<file path="config.mk">
export PLATFORM = sky130hd
export DESIGN_NAME = instr_sequencer
export DESIGN_NICKNAME = d
export VERILOG_FILES = /design/src/rtl/instr_sequencer.sv
export SDC_FILE = /design/constraint.sdc
export NUM_CORES = 1
export LEC_CHECK = 0
export CAP_MARGIN = 30
export CORE_MARGIN = 8
export CORE_UTILIZATION = 25
export DETAILED_ROUTE_END_ITERATION = 12
export PLACE_DENSITY_LB_ADDON = 0.25
export SETUP_SLACK_MARGIN = 0.4
export SYNTH_ARGS = -nofsm -noshare
export SYNTH_HDL_FRONTEND = slang
export SYNTH_SLANG_ARGS = --single-unit
</file>
<file path="constraint.sdc">
create_clock -name clk -period 3.5 [get_ports clk]
set_input_delay 0.7 -clock clk [delete_from_list [all_inputs] [get_ports clk]]
set_output_delay 0.7 -clock clk [all_outputs]
set_load 0.005 [all_outputs]
</file>
<file path="src/rtl/instr_sequencer.sv">
// Multi-cycle fetch/decode/execute sequencer driving the register-bank / ALU / data-RAM
// control strobes, with a data-RAM ack handshake, program counter and halt/illegal status.
module instr_sequencer #(
  parameter int PC_W     = 8,
  parameter int PROG_LEN = 256
) (
  input  logic            clk,
  input  logic            rst_n,
  input  logic            start,
  output logic [PC_W-1:0] imem_addr,
  output logic            imem_rd,
  input  logic [15:0]     instr_data,
  input  logic            ram_ack,
  output logic [3:0]      rd_addr,
  output logic [3:0]      rs_addr,
  output logic [3:0]      rt_addr,
  output logic            write_enable_RB,
  output logic            read_ram,
  output logic            write_ram,
  output logic [3:0]      alu_opcode,
  output logic            demultiplexor,
  output logic            wb_from_ram,
  output logic            busy,
  output logic            done,
  output logic            illegal
);

  typedef enum logic [2:0] {
    S_IDLE, S_FETCH, S_DECODE, S_EXEC, S_MEM, S_WB, S_HALT
  } state_t;

  localparam logic [PC_W-1:0] LAST_PC = PC_W'(PROG_LEN - 1);
  localparam logic [3:0]      OP_LW   = 4'b0111;
  localparam logic [3:0]      OP_HALT = 4'b1111;

  state_t          r_state, w_next;
  logic [PC_W-1:0] r_pc;
  logic [15:0]     r_ir;
  logic            r_illegal;

  logic [3:0] w_op, w_ir_op;
  logic       w_last, w_advance, w_restart, w_bad_op;
  state_t     w_adv_tgt;

  assign w_op      = instr_data[15:12];
  assign w_ir_op   = r_ir[15:12];
  assign w_last    = (r_pc == LAST_PC);
  assign w_adv_tgt = w_last ? S_HALT : S_FETCH;
  assign w_restart = ((r_state == S_IDLE) || (r_state == S_HALT)) && start;
  assign w_bad_op  = (w_op[3] == 1'b1) && (w_op != OP_HALT);
  // ADVANCE happens at the end of every completed instruction
  assign w_advance = (r_state == S_EXEC) || (r_state == S_WB) ||
                     ((r_state == S_MEM) && ram_ack && (w_ir_op != OP_LW));

  always_ff @(posedge clk or negedge rst_n) begin
    if (!rst_n) r_state <= S_IDLE;
    else        r_state <= w_next;
  end

  always_ff @(posedge clk or negedge rst_n) begin
    if (!rst_n) begin
      r_pc      <= '0;
      r_ir      <= '0;
      r_illegal <= 1'b0;
    end else begin
      if (w_restart) begin
        r_pc      <= '0;
        r_illegal <= 1'b0;
      end else if (w_advance && !w_last) begin
        r_pc <= r_pc + PC_W'(1);
      end
      if (r_state == S_DECODE) begin
        r_ir <= instr_data;
        if (w_bad_op) r_illegal <= 1'b1;
      end
    end
  end

  always_comb begin
    w_next = r_state;
    case (r_state)
      S_IDLE:   if (start) w_next = S_FETCH;
      S_FETCH:  w_next = S_DECODE;
      S_DECODE: begin
        if (w_op[3:2] == 2'b00)      w_next = S_EXEC;
        else if (w_op[3:2] == 2'b01) w_next = S_MEM;
        else                         w_next = S_HALT;
      end
      S_EXEC:   w_next = w_adv_tgt;
      S_MEM:    if (ram_ack) w_next = (w_ir_op == OP_LW) ? S_WB : w_adv_tgt;
      S_WB:     w_next = w_adv_tgt;
      S_HALT:   if (start) w_next = S_FETCH;
      default:  w_next = S_IDLE;
    endcase
  end

  always_comb begin
    imem_rd         = 1'b0;
    write_enable_RB = 1'b0;
    read_ram        = 1'b0;
    write_ram       = 1'b0;
    alu_opcode      = 4'b0000;
    demultiplexor   = 1'b0;
    wb_from_ram     = 1'b0;
    done            = 1'b0;
    case (r_state)
      S_FETCH: imem_rd = 1'b1;
      S_EXEC: begin
        write_enable_RB = 1'b1;
        case (w_ir_op)
          4'b0001: alu_opcode = 4'b0001;
          4'b0010: alu_opcode = 4'b0010;
          4'b0011: alu_opcode = 4'b0110;
          default: alu_opcode = 4'b0000;
        endcase
      end
      S_MEM: begin
        // SLT/NOR/SW route the ALU result to RAM; LW only reads
        case (w_ir_op)
          4'b0100: begin write_ram = 1'b1; demultiplexor = 1'b1; alu_opcode = 4'b0111; end
          4'b0101: begin write_ram = 1'b1; demultiplexor = 1'b1; alu_opcode = 4'b1100; end
          4'b0110: begin write_ram = 1'b1; demultiplexor = 1'b1; end
          default: read_ram = 1'b1;
        endcase
      end
      S_WB: begin
        write_enable_RB = 1'b1;
        wb_from_ram     = 1'b1;
      end
      S_HALT:  done = 1'b1;
      default: ;
    endcase
  end

  assign busy      = (r_state != S_IDLE) && (r_state != S_HALT);
  assign illegal   = r_illegal;
  assign imem_addr = r_pc;
  assign rd_addr   = r_ir[11:8];
  assign rs_addr   = r_ir[7:4];
  assign rt_addr   = r_ir[3:0];

endmodule

</file>
==> metrics.txt, run 1 <==
CTS Buffer Depth 2; routability cong. about 0.77; synth unique cells between 40 and 50; worst clock skew 0.00368 ns; status completed; Post-synth top flop dfrtp_1; largest area contributor in the netlist dfrtp_1; clock period minus worst slack around 2.9 ns; Crit Reg-Reg Startpoint r_state[1]; final worst slack 0.600 ns; initial core utilization 0.255; Die Ht 96.0 µm; Starting DRT DRC Count 63; clock slew at reported path FFs 0.10 ns; RSZ-0062 raised after global routing false; Max Freq 345 MHz; Warnings, synthesis 0; r2r setup slk approximately 1.5 ns; Register Area 702 µm²; Slew Limit Fails 0; Tcrit/Tclk final 0.829; core area 0.00628 mm²; CP max-delay cell dfrtp_1; DR WL/cell approximately 14 µm; first-pass GRT wire length 6.47 mm; CP cell instances nand2b_1, nor3_1, a21oi_1, nor3_1, clkdlybuf4s50_1; share of synthesized registers carrying an async set or reset 1.00; GRT Resource Usage Total 0.0891; kind of end point of the critical path primary output; Clock Latency Late Sink about 0.27 ns; Synth top area share 0.438; Area Growth Syn to Fin 35.4%; Hold WC Path Type flop to flop; final non-filler cell total ~270; most instantiated cells after synthesis dfrtp_1 (28), mux2_2 (15), buf_4 (14), nor2_1 (14), nand2_1 (10); layout cell share with drive strength beyond 1 0.127; Post-route DRC 0; Peak VDD IR 0.000394 V; fin area 0.00217 mm²; antenna diode count 0; total power 1.62 mW; Slowest Stage Delay on Critical Path 0.65 ns; Site Rows 29; htree depth 1; clock tree sinks 28; worst slew pin tran 0.859 ns; Fin. Hold Viols 0; Buffers on Ports 52; die area 0.00921 mm²; Place WS 0.866 ns; final wirelength 3.93 mm; CTS Buf Count 3; GRT overflow 0; synth top area cells dfrtp_1 (44%), mux2_2 (11%), buf_4 (6.6%); Ports 53; vias in the first global route 1,328; Critical Path RT approximately 2.8 ns; post-route ant nets 0; most common cell in the synthesized netlist dfrtp_1; CP Max Fanout 13; WP data arrival 2.20 ns; Synth Cell Area 0.00160 mm²; placed inst area roughly 0.0021 mm²; PwrDens 749 mW/mm²; Nets around 220; EDFF count, synth 0; Max Cap Violations 0; Post-Place Cells between 200 and 300; HP Start illegal; vias per inst 4.81; setup TNS 0 ns; Slew headroom 0.426; Synth Instances 161; critical path launch point r_state[1]; post-synthesis sequential area ratio 0.438; DIE WIDTH 96.0 µm; Mapped Nets 182; largest net degree at the start of global routing 29; CP most frequent cell nor3_1; Mapped Avg Cell Area 9.93 µm²; multi-input logic area 738 µm²; initial antenna violation count 0; crit path kind flop to primary output; startpoint class of the critical path flop; # setup viols final 0; static leakage about 0.82 nW; CTS root buf clkbuf_8; CTS tree done; via count 1,317; First-pass DRT Iterations 5; # fillers about 640; Synth Register Bits 28; hpwl dp 3.02 mm
report_power, final:
group / internal [mW] / switching [mW]
Clock: 0.153 / 0.103
Sequential: 0.453 / 0.158
Combinational: 0.459 / 0.297
Total: 1.06 / 0.557
worst max-delay path: cells and delay by family (launching register included):
family | cells | cell delay (ns)
AOI/OAI and AO/OA | 1 | 0.12
and+or+nand+nor | 3 | 0.63
DFF | 1 | 0.65
buffers and inverters | 1 | 0.53
what timing repair did:
item                       CTS  global route
hold buffers                 0             0
setup buffers                0             0
gates resized for setup      0             1
setup endpoints to repair    0             1
layer usage:
metal	up-vias	wire length, µm	global-route usage	part of all wire
met1	641	1630	0.100	0.41
met4	0	21	0.0154	0.0053
met2	34	1920	0.151	0.49
li1	640	-	-	-
met3	2	359	0.0429	0.091
met5	-	0	0	0
worst paths after layout:
path,cells past startpoint,endpoint
setup / recovery,5,alu_opcode[0]
hold / removal,1,illegal
setup reg to reg,3,r_ir[9]
hold reg to reg,1,illegal
max in group asynchronous,2,r_state[0]
min in group asynchronous,2,r_ir[5]
sequential cells by signal (all words and copies together), names as in the netlist:
name	flops
imem_addr	8
r_state	3
illegal	1
r_ir	16
cell usage in the layout, fill, tap and decap left out, drive strengths merged, types with 3 or more instances in the layout:
master / netlist / routed
a21oi: 7 / 7
clkbuf: 6 / 3
clkdlybuf4s50: 0 / 52
dfrtp: 28 / 28
inv: 6 / 6
mux2: 15 / 15
nand2: 10 / 10
nand2b: 4 / 4
nand3: 5 / 5
nor2: 15 / 15
nor3: 4 / 4
o211ai: 3 / 3
o21ai: 4 / 4
o31ai: 6 / 6
cell families (layout without fill, tap and decap cells):
family,Yosys count,after routing,share of synthesized area
AO/OA/AOI/OAI,33,33,0.146
XOR/XNOR,1,1,0.0102
buffers and inverters,28,64,0.100
multiplexers,17,17,0.118
adder cells (fa/ha/maj),1,1,0.00782
flip-flops,28,28,0.438
AND/OR/NAND/NOR,53,53,0.179
stage by stage:
step                hold WS [ns]   util
floorplan                  0.404      -
global placement           0.474  0.333
detailed placement         0.483  0.333
CTS                        0.509  0.345
global route               0.527  0.345
finish                     0.499  0.345
area by class of cell:
class / count / share of cell area
inverters: 6 / 0.0104
flip-flops and latches: 28 / 0.324
well taps: 77 / 0.0445
clock buffers: 3 / 0.0191
multi-input cells: 105 / 0.341
clock inverters: 1 / 0.0139
repair buffers: 54 / 0.247
(Power assumes the default switching activity.)
==> inputs of run 2 (changes only) <==
clock period = 2.33 ns   (was 3.5 ns; I/O delays follow)
==> run 2 against run 1 <==
Against the previous run:
- register-to-register slack lost 1.1 ns
- largest cell class unchanged
- largest power group unchanged
- global-route usage grew 0.78 points
- hold slack gained 0.011 ns
- routed wire length grew 16%
- non-clock buffer count grew 29
- die area is the same
- clock power grew 19%
- final area grew 17%
- flip-flop and latch count is the same
- critical path depth grew 2
- via count grew 9.6%
- worst setup slack lost 0.34 ns
==> metrics.txt, run 2 (synthesized netlist as in run 1, its figures left out) <==
status completed; clock slew at reported path FFs 0.10 ns (about the same); Fin. Hold Viols 0 (unchanged); worst clock skew 0.00485 ns (+0.00117 ns); GRT Resource Usage Total 0.0969 (+0.00777); first-pass GRT wire length 7.10 mm (+9.7%); setup TNS 0 ns (unchanged); Buffers on Ports 52 (unchanged); First-pass DRT Iterations 4 (-1); CTS Buffer Depth 2 (unchanged); post-route ant nets 0 (unchanged); Critical Path RT 1.86 ns (-0.94 ns); PwrDens 1170 mW/mm² (+56%); final non-filler cell total 303 (+11%); # fillers 617 (-3.1%); Post-Place Cells 278 (+3.0%); Slowest Stage Delay on Critical Path 0.39 ns (-0.26 ns); worst slew pin tran 0.524 ns (-0.335 ns); hpwl dp 3.14 mm (+4.0%); DIE WIDTH 96.0 µm (unchanged); CP cell instances buf_4, nor3b_4, buf_4, nand3b_1, a2bb2oi_1, nor2_1, buf_2; static leakage 1.02 nW (+25%); Post-CTS Hold Fix Bufs 0 (unchanged); CP most frequent cell buf_4; sequential share of power 0.288 (-0.088); Post-route DRC 0 (unchanged); CTS tree done; CP Max Fanout 3 (-10); Ports 53 (unchanged); Psw 1.06 mW (+91%); DR WL/cell 15.0 µm (+4.7%); Most flops, register r_ir; final worst slack 0.264 ns (-0.336 ns); max reg flops 16 (unchanged); CP max-delay cell dfrtp_1; Starting DRT DRC Count 42 (-33%); Site Rows 29 (unchanged); commonest non-fill, non-tap cell in the layout clkdlybuf4s50_1; # setup viols final 0 (unchanged); RSZ-0062 raised after global routing true; WP data arrival 1.60 ns (-0.60 ns); Comb pwr share 0.609 (+0.143); clock share of power 0.103 (-0.055); Area Growth Syn to Fin 58.9%; commonest non-fill, non-tap cells in the layout clkdlybuf4s50_1 (40), dfrtp_1 (27), buf_4 (22); CTS root buf clkbuf_8; Slew Limit Fails 0 (unchanged); vias per inst 4.77 (-0.85%); largest net degree at the start of global routing 29 (unchanged); Place WS 0.193 ns (-0.673 ns); Nets 248 (+13%); die area 0.00921 mm² (unchanged); vias in the first global route 1,445 (+8.8%); layout cell share with drive strength beyond 1 0.358 (+0.232); GRT overflow 0 (unchanged); Die Ht 96.0 µm (unchanged); Pint 1.91 mW (+79%); core area 0.00628 mm² (unchanged); CTS Buf Count 3 (unchanged); Max Freq slightly below 500 MHz; Tcrit/Tclk final 0.887; startpoint class of the critical path flop; final wirelength 4.55 mm (+16%); Slew headroom 0.650 (+0.223); htree depth 1 (unchanged); Max Cap Violations 0 (unchanged); clock period minus worst slack a little over 2 ns; crit path kind flop to primary output; via count 1,444 (+9.6%); antenna diode count 0 (unchanged); Clock Latency Late Sink 0.27 ns (about the same); clock tree sinks 28 (unchanged); Hold WC Path Type flop to flop; initial core utilization 0.255 (unchanged); kind of end point of the critical path primary output; switching share of power 0.358 (+0.0144); Peak VDD IR 0.000508 V (+29%); initial antenna violation count 0 (unchanged); routability cong. 0.808 (+5.0%)
run 2: changes by cell type in the layout (fill, tap and decap cells not counted), moves of 6 or more:
cell / delta
buf_6: +10
buf_2: +6
clkdlybuf4s50_1: -12
buf_4: +20
run 2: final timing paths:
path                       startpoint             to  slack [ns]  cells after the start
setup reg to reg           r_state[1]        illegal        0.37                      8
hold reg to reg               illegal        illegal        0.51                      1
max in group asynchronous       rst_n     r_state[1]        1.46                      2
hold / removal                illegal        illegal        0.51                      1
setup / recovery           r_state[0]  alu_opcode[1]        0.26                      7
min in group asynchronous       rst_n        r_ir[7]        0.56                      2
run 2: worst max-delay path, delay by kind of cell (launching register included):
kind | cells | cell delay, ns
and+or+nand+nor | 3 | 0.39
DFF | 1 | 0.39
buffers and inverters | 3 | 0.41
AOI/OAI and AO/OA | 1 | 0.14
run 2: layout make-up:
class                      instances  area (µm²)  area share
clock buffer                       4        55.1      0.0217
multi-input combinational        105         905       0.356
inverter                           6        22.5     0.00886
tap                               77        96.3      0.0379
sequential                        28         702       0.276
timing repair buffer              83         761       0.299
run 2: what timing repair did:
item                       4_1_cts  5_1_grt
buffers inserted                15        6
gates resized for setup         54       25
cloned                           0        0
setup endpoints to repair       13       20
pin swaps                       11       14
run 2: power groups by stage:
stage                     sequential (mW)  combinational, mW  clock (mW)
final                               0.857               1.81       0.305
after global routing                0.892               1.96       0.341
after CTS                           0.858               1.61       0.326
after detailed placement            0.861               1.31           0
after global placement              0.851               1.30           0
after floorplan                     0.803              0.870           0
run 2: metrics by stage:
stage	util	power [mW]	hold WS, ns	instance area (µm²)
3_3_place_gp	0.343	2.15	0.482	2150
3_5_place_dp	0.343	2.17	0.489	2150
6_report	0.405	2.97	0.510	2540
5_1_grt	0.405	3.19	0.525	2540
4_1_cts	0.379	2.79	0.515	2380
2_1_floorplan	-	1.67	0.170	1600
run 2: metal layers:
metal	GRT usage	share of wire	vias up
li1	-	-	695
met1	0.113	0.41	714
met2	0.165	0.52	33
met3	0.0343	0.070	2
met4	0.0243	0.0048	0
met5	0	0	-
==> inputs of run 3 (changes only) <==
CAP_MARGIN = default   (was 30)
SLEW_MARGIN = 10   (was default)
==> results of run 3 <==
The final DEF is identical to that of run 2; final timing and power are the same.
